## src/rtl/demux_1to2_8b_buf.sv

```systemverilog
// rtl/demux_1to2_8b_buf.sv - buffered 1-to-2 byte demultiplexer with per-path FIFOs

// Single-clock FIFO for one output path of the demultiplexer.
module demux_1to2_8b_buf_fifo #(
    parameter int WIDTH = 8,
    parameter int DEPTH = 2
) (
    input  logic                       clk,
    input  logic                       rst_n,
    input  logic                       push,
    input  logic [WIDTH-1:0]           push_data,
    input  logic                       pop_ready,
    output logic [WIDTH-1:0]           head_data,
    output logic                       head_valid,
    output logic [$clog2(DEPTH):0]     count
);

    localparam int PW = $clog2(DEPTH);
    localparam int CW = PW + 1;

    logic [WIDTH-1:0] mem [DEPTH];
    logic [PW-1:0]    wr_ptr;
    logic [PW-1:0]    rd_ptr;
    logic             pop;

    // A pop needs a non-empty FIFO; ready alone never moves anything.
    always_comb begin
        head_valid = (count != '0);
        pop        = head_valid && pop_ready;
        head_data  = mem[rd_ptr];
    end

    // Storage is cleared on reset so the heads read as zero afterwards.
    always_ff @(posedge clk or negedge rst_n) begin
        if (!rst_n) begin
            for (int i = 0; i < DEPTH; i++) begin
                mem[i] <= '0;
            end
        end else if (push) begin
            mem[wr_ptr] <= push_data;
        end
    end

    // Pointers wrap naturally because DEPTH is a power of two.
    always_ff @(posedge clk or negedge rst_n) begin
        if (!rst_n) begin
            wr_ptr <= '0;
            rd_ptr <= '0;
        end else begin
            if (push) begin
                wr_ptr <= wr_ptr + PW'(1);
            end
            if (pop) begin
                rd_ptr <= rd_ptr + PW'(1);
            end
        end
    end

    // Occupancy: simultaneous push and pop leave the count unchanged.
    always_ff @(posedge clk or negedge rst_n) begin
        if (!rst_n) begin
            count <= '0;
        end else begin
            case ({push, pop})
                2'b10:   count <= count + CW'(1);
                2'b01:   count <= count - CW'(1);
                default: count <= count;
            endcase
        end
    end

endmodule

// Top level: steers each input byte into FIFO A or B by in_sel.
module demux_1to2_8b_buf #(
    parameter int WIDTH = 8,
    parameter int DEPTH = 2
) (
    input  logic                       clk,
    input  logic                       rst_n,
    input  logic [WIDTH-1:0]           in_data,
    input  logic                       in_sel,
    input  logic                       in_valid,
    output logic                       in_ready,
    output logic [WIDTH-1:0]           out_a_data,
    output logic                       out_a_valid,
    input  logic                       out_a_ready,
    output logic [WIDTH-1:0]           out_b_data,
    output logic                       out_b_valid,
    input  logic                       out_b_ready,
    output logic [$clog2(DEPTH):0]     a_count,
    output logic [$clog2(DEPTH):0]     b_count
);

    localparam int CW = $clog2(DEPTH) + 1;
    localparam logic [CW-1:0] FULL = CW'(DEPTH);

    logic push_a;
    logic push_b;

    // Ready depends only on the selected FIFO's registered count, never on
    // the consumers' ready, so a full destination stalls the input.
    always_comb begin
        in_ready = in_sel ? (b_count != FULL) : (a_count != FULL);
        push_a   = in_valid && in_ready && !in_sel;
        push_b   = in_valid && in_ready &&  in_sel;
    end

    demux_1to2_8b_buf_fifo #(.WIDTH(WIDTH), .DEPTH(DEPTH)) u_fifo_a (
        .clk        (clk),
        .rst_n      (rst_n),
        .push       (push_a),
        .push_data  (in_data),
        .pop_ready  (out_a_ready),
        .head_data  (out_a_data),
        .head_valid (out_a_valid),
        .count      (a_count)
    );

    demux_1to2_8b_buf_fifo #(.WIDTH(WIDTH), .DEPTH(DEPTH)) u_fifo_b (
        .clk        (clk),
        .rst_n      (rst_n),
        .push       (push_b),
        .push_data  (in_data),
        .pop_ready  (out_b_ready),
        .head_data  (out_b_data),
        .head_valid (out_b_valid),
        .count      (b_count)
    );

endmodule
```

## config.mk

```make
export PLATFORM = sky130hd
export DESIGN_NAME = demux_1to2_8b_buf
export DESIGN_NICKNAME = d
export VERILOG_FILES = /design/src/rtl/demux_1to2_8b_buf.sv
export SDC_FILE = /design/constraint.sdc
export NUM_CORES = 1
export LEC_CHECK = 0
export ABC_AREA = 1
export BUFFER_PORTS_ARGS = -buffer_cell sky130_fd_sc_hd__buf_2
export CAP_MARGIN = 40
export CORE_MARGIN = 1.5
export CORE_UTILIZATION = 49
export DETAILED_ROUTE_END_ITERATION = 8
export GPL_TIMING_DRIVEN = 1
export PLACE_DENSITY = 0.75
export RECOVER_POWER = 25
export SYNTH_ARGS = -nofsm -noshare
export SYNTH_HDL_FRONTEND = slang
export SYNTH_SLANG_ARGS = --single-unit
```

## constraint.sdc

```tcl
create_clock -name clk -period 1.5 [get_ports clk]
set_input_delay 0.45 -clock clk [delete_from_list [all_inputs] [get_ports clk]]
set_output_delay 0.45 -clock clk [all_outputs]
set_load 0.02 [all_outputs]
```

* Word-level counts from Yosys, hierarchy flattened *
Index checks and enable logic that the tools add are counted.

storage, ports and cells
  input bits = 14
  output and inout port bits = 23
  word-level logic and storage cells = 61
  register bits = 40

operators by class
  bitwise logic cells = 4
  add/subtract/negate cells = 8
  magnitude comparators = 6
  reduce and logical (&&, ||, !) cells = 12
  eq/ne operators = 6
  multiplexer cells = 15

operator list
  operator               number
  $mux W8                8
  $bwmux W16             2
  $demux W8 S1           2
  $ge A2 B2 Y1 const B   4
  $not A1 Y2             4
  $pmux W2 S2            2
  $reduce_bool A2 Y1     4
  $logic_and A1 B1 Y1    7
  $add A1 B1 Y1 const B  4
  $add A2 B1 Y2 const B  2
  $eq A2 B1 Y1 const B   2
  $eq A2 B2 Y1 const B   2
  $lt A2 B1 Y1 const B   2
  $ne A2 B2 Y1 const B   2
  $sub A2 B1 Y2 const B  2
  $logic_not A1 Y1       1
  $mux W1                1

* Logic depth before layout (Yosys ltp) *
  depth after elaboration = 6
  mapped depth = 9
  mapped depth without buffers = 9

* By module *
From an unflattened synthesis, not the netlist that was laid out.

second synthesis, totals
  cells, all modules = 235
  area, all modules = 1941.9 um2

modules (own cells, without submodules)
  module                  times used  sequential area each (um2)  cells each  area each (um2)
  demux_1to2_8b_buf_fifo  2           500.5                       112         944.7
  demux_1to2_8b_buf       1           0.0                         11          52.6

* Worst setup path before layout *
OpenSTA, ideal clock, no wires.

  kind = register to register
  from = register u_fifo_a.count[0]
  to = register u_fifo_a.count[1]
  cell stages (with the launch flop) = 9
  slack = -172 ps
  setup time = 123 ps
  buffers on the path = 0
  period minus slack after synthesis = 1672 ps
  data required time = 1377 ps
  arrival time = 1549 ps
  path through = dfrtp_1 -> inv_1 -> nand2_1 -> nand2_1 -> inv_1 -> ha_1 -> inv_1 -> nand3_1 -> xor2_1

on the way
  elaborated cells on any way between the ends = 12
  classes of those cells = add/sub: 2; eq/ne: 3; mux: 2; reduce/logical: 5

RTL lines
  what                                                      RTL line  source
  from (decl)                                               15        output logic [$clog2(DEPTH):0] count
  from (signal assigned)                                    65        2'b10: count <= count + CW'(1);
  from (signal assigned)                                    66        2'b01: count <= count - CW'(1);
  from (signal assigned)                                    67        default: count <= count;
  $reduce_bool A2 Y1 (*)                                    28        head_valid = (count != '0);
  named net out_a_valid                                     86        output logic out_a_valid,
  $logic_and A1 B1 Y1 (*)                                   29        pop = head_valid && pop_ready;
  named net u_fifo_a.pop                                    24        logic pop;
  $eq A2 B1 Y1 / $eq A2 B2 Y1 (equally long branches)       64        case ({push, pop})
  $pmux W2 S2 / $reduce_bool A2 Y1 (equally long branches)  n/a

Mark *: on every way through the listed nets, which the timed path passes. The rest lies on a longest branch.
A chain may end at the register's enable or synchronous reset.

* Final worst setup path *
  from = register u_fifo_b.count[0]
  to = output in_ready

on the way
  cells in the longest elaborated chain, start to end = 2

RTL lines
  what                    RTL line  source
  from (decl)             15
  from (signal assigned)  65
  from (signal assigned)  66
  from (signal assigned)  67
  $ne A2 B2 Y1            104       in_ready = in_sel ? (b_count != FULL) : (a_count != FULL);
  $mux W1                 104
  to (decl)               84        output logic in_ready,

Every way passes these cells.

==> flow_summary_export.csv <==
group,metric,value,unit
sta,worst_slack,-0.1596,ns
grt,grt_pass1_vias,1799,
routing,vias,1851,
worst_setup_path,cp_top_family,"flip-flops",
run,max-cap-violations,0,
yosys,async_flop_share,100.0,%
clock_tree,cts_root_buf,"clkbuf_8",
yosys,yosys-top-cells-area,"dfrtp_1, nand2_1, nand4_1",
power,power.density,2368,nW/um2
grt,grt_overflow,0,
clock_tree,clkTransAtPathRegs,0.07,ns
yosys,yosysTopAreaCellShare,50.54,%
clock_tree,clock_sinks,40,
min_path,hp-class,"primary input to asynchronous set/reset pin",
floorplanning,die_x,66.58,um
worst_setup_path,startpoint_type,"flip-flop",
sta,max_slew.worst_pin.slew,0.9699,ns
placed_design,dp_slack,-0.08173,ns
grt,grt_pass1_wl,8079,um
yosys,synth_simple_gate_area_share,37.08,%
worst_setup_path,crit_chain,"inv_4, a21oi_4, or2_4, buf_6",
clock_tree,htreeDepth,2,
sta,rsz0062_at_grt,"yes",
worst_setup_path,setup.worst_path.end_class,"primary output",
yosys,yosysTopAreaCell,"dfrtp_1",
routing,drc,0,
grt,grt_max_degree,41,
sta,max_freq,0.6026,GHz
worst_setup_path,path_max_fanout,3,
sta,period_share,110.6,%
routing,via_per_inst,5.274,
placed_design,io_buffers,36,
worst_setup_path,critPathMaxStageDelay,0.43,ns
clock_tree,cts_tree,"done",
yosys,synth_flop_cell,"dfrtp_1",
placed_design,gp_congestion,0.7889,
yosys,avgSynthCellArea,8.185,um2
worst_setup_path,cp.arrival,1.21,ns
clock_tree,cts_buffers,5,
grt,antenna_found_initial,0,
sta,fin_worst_skew,0.005920,ns
run_status,outcome,"finished with violations",
sta,maxSlewViolCount,0,
placed_design,post_dp_cell_area,2312,um2
floorplanning,die_area,4432,um2
worst_setup_path,worstSetupPathType,"flip-flop to primary output",
power,power,6535,uW
yosys,syn_inst,242,
routing,final_antenna_net_count,0,
yosys,synth_top_family_by_area,"simple AND/OR/NAND/NOR gates",
layout,area_growth_syn_to_layout,39.36,%
grt,grt_usage,24.23,%
sta,finalSetupViolations,19,
layout,finish.utilization,73.19,%
yosys,synth_common_cells,"nand2_1, dfrtp_1, nand4_1",
floorplanning,rows,22,
layout,drive_above_1_share,42.24,%
floorplanning,die_h,66.58,um
clock_tree,clk_path_buf_depth,2,
yosys,synthMuxAreaShare,0,%
worst_setup_path,ff2ff_setup_slack,0.09,ns
sta,hold_violations,0,
run_status,violations,"setup timing",
yosys,synth_xor_area_share,2.653,%
layout,final_nets,319,
placed_design,place_hpwl,3140,um
sta,relSlewSlack,35.34,%
worst_setup_path,worst_ep_required_time,1.05,ns
power,p_leak,0.001479,uW
sta,min_period,1.660,ns
routing,first_iter_violations,183,
routing,wl,4967,um
floorplanning,coreArea,3771,um2
yosys,synth.distinct_cells,18,
floorplanning,start_util,52.52,%
yosys,synthesis.nets,258,
routing,wire_per_inst,14.15,um
layout,final_area,2760,um2
yosys,netlist_area,1981,um2
worst_setup_path,worst-path-buf-inv,2,
yosys,synth_compound_area_share,1.642,%
yosys,synthAdderAreaFrac,1.263,%
floorplanning,io_pins,37,
yosys,yosysMostFrequentCell,"nand2_1",
yosys,yosysWarnings,0,
routing,dr.pass1.iters,4,
clock_tree,clk-insertion-delay-late,0.29,ns
worst_setup_path,critPathSlowestCell,"dfrtp_2",
power,ir_worst_vdd,1390,uV
layout,antenna_cells,0,
yosys,ys_ff_latch,40,
yosys,synth-edff-count,0,
yosys,ys_seq_area_share,50.54,%
## final cells by class
class                      instances  area, um2
timing repair buffer              64      521.8
multi-input combinational        177       1025
sequential                        40       1006
fill                             296       1011
tap                               48      60.06
clock buffer                       7      76.32
inverter                          15      71.32
## routing by layer
metal	vias up	track usage (%)	part of all wire, %
li1	910	-	-
met1	883	31.98	41
met2	54	39.38	53
met3	4	6.926	5.7
met4	0	5.867	0.50
met5	-	0	0
## sequential cells by signal (all words and copies together) (netlist names)
signal / cells
u_fifo_a.rd_ptr: 1
u_fifo_b.wr_ptr: 1
u_fifo_b.rd_ptr: 1
u_fifo_a.count: 2
u_fifo_a.wr_ptr: 1
u_fifo_a.mem: 16
u_fifo_b.mem: 16
u_fifo_b.count: 2
## metrics by stage
step	std cells	hold WS [ns]	setup TNS [ns]
after floorplan	242	0.1544	-0.01715
after global placement	334	0.4352	-0.07617
after detailed placement	334	0.4358	-0.1232
after CTS	347	0.1212	-1.265
after global routing	351	0.4358	-2.440
final	351	0.3931	-1.598
## worst paths after layout
| kind | start | end | depth (start not counted) |
|---|---|---|---|
| worst max-delay path | u_fifo_b.count[0] | in_ready | 4 |
| worst min-delay path | rst_n | u_fifo_a.count[0] | 2 |
| worst max register to register | u_fifo_a.count[0] | u_fifo_a.count[1] | 9 |
| worst min register to register | u_fifo_a.mem[8] | u_fifo_a.mem[8] | 2 |
| max in group asynchronous | rst_n | u_fifo_b.count[1] | 2 |
| min in group clk | out_b_ready | u_fifo_b.rd_ptr | 3 |
## cells in the final DEF (no fill, tap or decap), types with 2 or more instances in the layout
cell type   n
nand2_1    91
dfrtp_1    36
nand4_1    34
nand2_2    27
buf_4      24
buf_6      21
buf_2      17
nand2_4    10
inv_2       5
clkbuf_8    5
inv_1       4
xor2_1      4
dfrtp_2     4
inv_4       2
a21oi_4     2
clkinv_4    2
nand3_2     2
clkinv_1    2
nand4_2     2
xnor2_1     2
ha_4        2
clkbuf_1    2
## kinds of logic (layout without fill, tap and decap cells)
group | after synthesis | after routing
simple gates | 167 | 167
flops | 40 | 40
buf+inv | 25 | 86
xor+xnor | 6 | 6
fa+ha+maj | 2 | 2
compound gates | 2 | 2
## where the power goes
group          internal [uW]  switching [uW]  leakage, uW
Clock                    320             343    0.0000383
Sequential              1610             424     0.000490
Combinational           1730            2110     0.000951
## what timing repair did
item / 4_1_cts / 5_1_grt
hold buffers: 0 / 0
setup buffers: 6 / 5
pin swaps: 21 / 3
gates resized for setup: 82 / 20
setup endpoints to repair: 19 / 30
No activity file was read; power rests on OpenSTA's default activity.
